`src/rtl/sdram_pkg.sv`:
```
// Shared definitions for the SDRAM FIFO request generator: default widths,
// burst lengths agreed with the controller, and the arbiter state encoding.
package sdram_pkg;

    localparam int SDRAM_ADDR_W   = 24;
    localparam int SDRAM_BURST_W  = 10;
    localparam int SDRAM_WR_BURST = 256;
    localparam int SDRAM_RD_BURST = 256;

    typedef enum logic [2:0] {
        ST_IDLE,
        ST_WR_REQ,
        ST_WR_BUSY,
        ST_RD_REQ,
        ST_RD_BUSY
    } fifo_state_e;

endpackage

```
`src/rtl/sdram_addr_gen.sv`:
```
// Wrapping burst pointer for one SDRAM port. A load that arrives while the port
// is busy is deferred to the completion edge so a burst in flight is never disturbed.
module sdram_addr_gen
    import sdram_pkg::*;
#(
    parameter int          ADDR_W   = SDRAM_ADDR_W,
    parameter int unsigned BURST    = 256,
    parameter int unsigned MIN_ADDR = 0,
    parameter int unsigned MAX_ADDR = 1_048_576
) (
    input  logic              clk,
    input  logic              rst_n,
    input  logic              load,
    input  logic              active,
    input  logic              done,
    output logic [ADDR_W-1:0] addr
);

    localparam int AW  = ADDR_W;
    localparam int AW1 = ADDR_W + 1;
    localparam logic [ADDR_W-1:0] MIN_A   = AW'(MIN_ADDR);
    localparam logic [ADDR_W:0]   BURST_X = AW1'(BURST);
    localparam logic [ADDR_W:0]   MAX_X   = AW1'(MAX_ADDR);

    logic [ADDR_W-1:0] addr_q, addr_d, addr_nxt;
    logic [ADDR_W:0]   sum;
    logic              pend_q, pend_d;

    always_comb begin
        // one extra bit so addr + BURST cannot overflow before the wrap test
        sum      = {1'b0, addr_q} + BURST_X;
        addr_nxt = (sum >= MAX_X) ? MIN_A : sum[ADDR_W-1:0];
        addr_d   = addr_q;
        pend_d   = pend_q;
        if (done) begin
            addr_d = (load || pend_q) ? MIN_A : addr_nxt;
            pend_d = 1'b0;
        end else if (load) begin
            if (active) pend_d = 1'b1;
            else        addr_d = MIN_A;
        end
    end

    always_ff @(posedge clk or negedge rst_n) begin
        if (!rst_n) begin
            addr_q <= MIN_A;
            pend_q <= 1'b0;
        end else begin
            addr_q <= addr_d;
            pend_q <= pend_d;
        end
    end

    assign addr = addr_q;

endmodule

```
`src/rtl/sdram_fifo_ctrl.sv`:
```
// Issues fixed-length SDRAM write/read burst requests from FIFO fill levels,
// one request outstanding at a time, write taking priority over read.
module sdram_fifo_ctrl
    import sdram_pkg::*;
#(
    parameter int          ADDR_W   = SDRAM_ADDR_W,
    parameter int          BURST_W  = SDRAM_BURST_W,
    parameter int unsigned WR_BURST = SDRAM_WR_BURST,
    parameter int unsigned RD_BURST = SDRAM_RD_BURST,
    parameter int unsigned MIN_ADDR = 0,
    parameter int unsigned MAX_ADDR = 1_048_576
) (
    input  logic               clk,
    input  logic               rst_n,
    input  logic               sdram_init_done,
    input  logic [BURST_W:0]   wrf_usedw,
    input  logic [BURST_W:0]   rdf_usedw,
    input  logic               rd_en,
    input  logic               wr_load,
    input  logic               rd_load,
    output logic               sdram_wr_req,
    input  logic               sdram_wr_ack,
    output logic [ADDR_W-1:0]  sdram_wr_addr,
    output logic [BURST_W-1:0] sdram_wr_burst,
    output logic               sdram_rd_req,
    input  logic               sdram_rd_ack,
    output logic [ADDR_W-1:0]  sdram_rd_addr,
    output logic [BURST_W-1:0] sdram_rd_burst
);

    localparam int BW = BURST_W;
    localparam int CW = BURST_W + 1;
    localparam logic [BURST_W:0] WR_TH = CW'(WR_BURST);
    localparam logic [BURST_W:0] RD_TH = CW'(RD_BURST);

    fifo_state_e state_q, state_d;
    logic        wr_ack_q, rd_ack_q;
    logic        wr_req_q, wr_req_d, rd_req_q, rd_req_d;
    logic        wr_done, rd_done, wr_active, rd_active;

    assign wr_done   = (state_q == ST_WR_BUSY) && wr_ack_q && !sdram_wr_ack;
    assign rd_done   = (state_q == ST_RD_BUSY) && rd_ack_q && !sdram_rd_ack;
    assign wr_active = (state_q == ST_WR_REQ) || (state_q == ST_WR_BUSY);
    assign rd_active = (state_q == ST_RD_REQ) || (state_q == ST_RD_BUSY);

    always_comb begin
        state_d = state_q;
        unique case (state_q)
            ST_IDLE: begin
                if (sdram_init_done) begin
                    if (wrf_usedw >= WR_TH)             state_d = ST_WR_REQ;
                    else if (rd_en && rdf_usedw < RD_TH) state_d = ST_RD_REQ;
                end
            end
            ST_WR_REQ:  if (sdram_wr_ack) state_d = ST_WR_BUSY;
            ST_WR_BUSY: if (wr_done)      state_d = ST_IDLE;
            ST_RD_REQ:  if (sdram_rd_ack) state_d = ST_RD_BUSY;
            ST_RD_BUSY: if (rd_done)      state_d = ST_IDLE;
            default:                      state_d = ST_IDLE;
        endcase
        // requests are registered copies of the next state so they carry no decode glitches
        wr_req_d = (state_d == ST_WR_REQ);
        rd_req_d = (state_d == ST_RD_REQ);
    end

    always_ff @(posedge clk or negedge rst_n) begin
        if (!rst_n) begin
            state_q  <= ST_IDLE;
            wr_ack_q <= 1'b0;
            rd_ack_q <= 1'b0;
            wr_req_q <= 1'b0;
            rd_req_q <= 1'b0;
        end else begin
            state_q  <= state_d;
            wr_ack_q <= sdram_wr_ack;
            rd_ack_q <= sdram_rd_ack;
            wr_req_q <= wr_req_d;
            rd_req_q <= rd_req_d;
        end
    end

    sdram_addr_gen #(
        .ADDR_W(ADDR_W), .BURST(WR_BURST), .MIN_ADDR(MIN_ADDR), .MAX_ADDR(MAX_ADDR)
    ) u_wr_addr (
        .clk(clk), .rst_n(rst_n), .load(wr_load), .active(wr_active),
        .done(wr_done), .addr(sdram_wr_addr)
    );

    sdram_addr_gen #(
        .ADDR_W(ADDR_W), .BURST(RD_BURST), .MIN_ADDR(MIN_ADDR), .MAX_ADDR(MAX_ADDR)
    ) u_rd_addr (
        .clk(clk), .rst_n(rst_n), .load(rd_load), .active(rd_active),
        .done(rd_done), .addr(sdram_rd_addr)
    );

    assign sdram_wr_req   = wr_req_q;
    assign sdram_rd_req   = rd_req_q;
    assign sdram_wr_burst = BW'(WR_BURST);
    assign sdram_rd_burst = BW'(RD_BURST);

endmodule

```
`config.mk`:
```
export PLATFORM = sky130hd
export DESIGN_NAME = sdram_fifo_ctrl
export DESIGN_NICKNAME = d
export VERILOG_FILES = /design/src/rtl/sdram_pkg.sv /design/src/rtl/sdram_addr_gen.sv /design/src/rtl/sdram_fifo_ctrl.sv
export SDC_FILE = /design/constraint.sdc
export NUM_CORES = 1
export LEC_CHECK = 0
export BUFFER_PORTS_ARGS = -buffer_cell sky130_fd_sc_hd__buf_2
export CAP_MARGIN = 10
export CELL_PAD_IN_SITES_DETAIL_PLACEMENT = 2
export CELL_PAD_IN_SITES_GLOBAL_PLACEMENT = 2
export CORE_MARGIN = 3
export CORE_UTILIZATION = 28
export CTS_CLUSTER_SIZE = 16
export DETAILED_ROUTE_END_ITERATION = 8
export PLACE_DENSITY = 0.86
export SLEW_MARGIN = 20
export SYNTH_ARGS = -nofsm -noshare
export SYNTH_HDL_FRONTEND = slang
export SYNTH_SLANG_ARGS = --single-unit
```
`constraint.sdc`:
```
create_clock -name clk -period 2.9 [get_ports clk]
set_input_delay 0.435 -clock clk [delete_from_list [all_inputs] [get_ports clk]]
set_output_delay 0.435 -clock clk [all_outputs]
set_load 0.01 [all_outputs]
```
==> metrics <==
hold_buf cts=0; r2r worst-path depth=7; Critical Path Stages=7; Critical Path End Type=flop; #FFs+latches synth=41; postcts setup bufs=0; Max Cap Violations=0; diode count=0; Final Wtd Congestion=roughly 0.80; Synth Instances=324; delay of the slowest critical-path stage=0.63 ns; run status=complete, no violations; post-synthesis async set-or-reset flop share=100%; sequential-to-total area share from yosys stat=37.1%; Fmax=392 MHz; Buffers on Ports=47; routed vias/inst=5.13; most frequent cells in the layout=buf_2 (47), dfrtp_1 (41), nand2_1 (37); Rows=35; Post-synth top flop=dfrtp_1; worst min-delay path class=in -> async; crit-path cells=ha_1 > and3_1 > nand3_1 > o41ai_2 > buf_4 > a41oi_1 > nor2_1; crit path max-delay cell type=o41ai_2; Buf+Inv Stages, Crit Path=1; DP HPWL=5990 microns; CP delay by family, top=compound AO/OA/AOI/OAI gates; worst-case clock buffer depth=2; endpoints failing setup=0; critical path startpoint=u_wr_addr.addr[9]; P&R area growth vs syn=14.7%; post_cts resized=0; largest net degree at the start of global routing=42; clock latency on the worst-skew pair=approximately 0.30 ns; Final Slew Violations=0; worst vdd ir=0.000285 V; die height=105 microns; Detailed Routing Iterations Pass 1=4; Reg-to-Reg Start=u_wr_addr.addr[9]; antenna violations before repair=1; Mean Syn Cell Area=8.54 sq um; num ports=100; DRT Wirelength=just over 8000 microns; fraction of layout cells with a size suffix above 1=20.2%; WP data arrival=~2.8 ns; nets=403; via count=2563; grt ovf=0; clock skew=0.00916 ns; DIE WIDTH=105 microns; synthesized area=about 2800 sq um; worst setup path end=u_wr_addr.addr[19]; die area=11100 sq um; fin crit share=about nine tenths; drt wl/cell=between 15 and 20 microns; CTS tree=built; CP max FO=13; Core Util, Final=about a third; Core ar.=9420 sq um; # DRC=0; Final TNS setup=0 ns; GRT Overall Usage=15.1%; CTS Sinks=41; reg-to-reg slack, setup=0.35 ns; vias in the first global route=2770; Post-DRT Antenna Nets=0; commonest non-fill, non-tap cell in the layout=buf_2; initial drt markers=73; Unique masters post-synth=48; Static Leak=1.47 nW; Critical Path RT=3.12 ns; starting density of the core=29.4%; Root Buffer=clkbuf_8; endpoints failing hold=0; first-pass GRT wire length=14100 microns; RSZ-0062 raised after global routing=no; Post-synth EDFFs=0; Synth Warn #=0; Pwr Total=0.00161 W; clk slew on worst S/H paths=0.09 ns; crit path kind=reg -> reg; H-Tree Depth=2; crit start category=flop; worst reg2reg endpoint=u_wr_addr.addr[19]; Pwr Density=approximately 510 nW/um^2; Final min period=about 2.6 ns; TritonCTS Buffers=5; Slew Limit Headroom=55.5%; Slew @ Worst Pin=0.665 ns
==> Yosys cell counts (all sizes together), types with 3 or more instances <==
master / instances / area, sq um
o21ai: 10 / 50.0
nor2b: 9 / 56.3
buf: 41 / 308
clkbuf: 11 / 41.3
o22ai: 3 / 18.8
nand2: 37 / 139
dfrtp: 41 / 1030
nor2: 19 / 71.3
nor4: 10 / 68.8
o2111ai: 10 / 87.6
nand4: 16 / 119
a21oi: 8 / 40.0
o21a: 3 / 22.5
and2: 13 / 81.3
a311oi: 4 / 35.0
xnor2: 3 / 26.3
a41oi: 10 / 87.6
nor3b: 7 / 52.6
ha: 3 / 37.5
nor3: 16 / 80.1
nand3: 10 / 55.1
or3: 4 / 25.0
inv: 10 / 37.5
and3: 3 / 18.8
==> state kept, by name, indices dropped and copies added, names as in the netlist <==
name	count
wr_ack_q	1
rd_ack_q	1
sdram_rd_req	1
u_wr_addr.pend_q	1
sdram_wr_req	1
u_rd_addr.addr	16
state_q	3
u_rd_addr.pend_q	1
u_wr_addr.addr	16
==> logic make-up (layout without fill, tap and decap cells) <==
kind of cell	after synthesis	in the layout	share of synthesized area, %
adder cells (fa/ha/maj)	3	3	1.36
multiplexers	2	2	0.724
flip-flops	41	41	37.1
buffers and inverters	62	75	14.0
other	2	36	0.271
XOR/XNOR	3	3	0.950
AO/OA/AOI/OAI	56	56	14.8
AND/OR/NAND/NOR	155	155	30.8
==> how the worst min path moves through the flow <==
stage / from / endpoint / cells past startpoint
3_3_place_gp: u_wr_addr.pend_q / u_wr_addr.pend_q / 2
3_5_place_dp: u_wr_addr.pend_q / u_wr_addr.pend_q / 2
2_1_floorplan: rst_n / rd_ack_q / 0
5_1_grt: rst_n / rd_ack_q / 1
4_1_cts: sdram_wr_ack / wr_ack_q / 1
6_report: rst_n / state_q[0] / 1
==> cell type report <==
cell class | count | area (sq um)
Clock buffer | 5 | 68.8
Clock inverter | 3 | 68.8
Fill cell | 1108 | 6240
Inverter | 10 | 37.5
Multi-Input combinational cell | 255 | 1490
Sequential cell | 41 | 1030
Tap cell | 129 | 161
Timing Repair Buffer | 57 | 323
==> worst reg2reg max path, cell delays in order (launching register included) <==
cell and delay (ns):
dfrtp_1 0.50, ha_1 0.34, and3_1 0.25, nand3_1 0.15
o41ai_2 0.63, buf_4 0.31, a41oi_1 0.14, nor2_1 0.16
==> power by group <==
group          leakage [nW]  total (W)  switching [W]  internal (W)
clock                0.0687   0.000569       0.000222      0.000347
sequential            0.555   0.000713      0.0000835      0.000630
combinational         0.845   0.000326       0.000212      0.000114
==> layer usage <==
metal  part of all wire [%]  wire length (microns)  vias up  track usage, %
met4                   0.81                     67        2            2.91
met1                     44                   3670     1294            19.3
met3                    3.9                    325        6            2.27
met5                   0.16                     13        -               0
met2                     51                   4210       58            26.9
li1                       -                      -     1203               -
==> per-stage QoR <==
stage	hold slack (ns)	area [sq um]	setup WS, ns	instances
after global placement	0.479	3020	0.504	491
after global routing	0.0954	3170	0.119	500
after CTS	0.286	3150	0.353	499
after detailed placement	0.507	3020	0.391	491
final	0.0775	3170	0.348	500
after floorplan	0.139	2890	0.797	358
No activity file was read; power rests on OpenSTA's default activity.
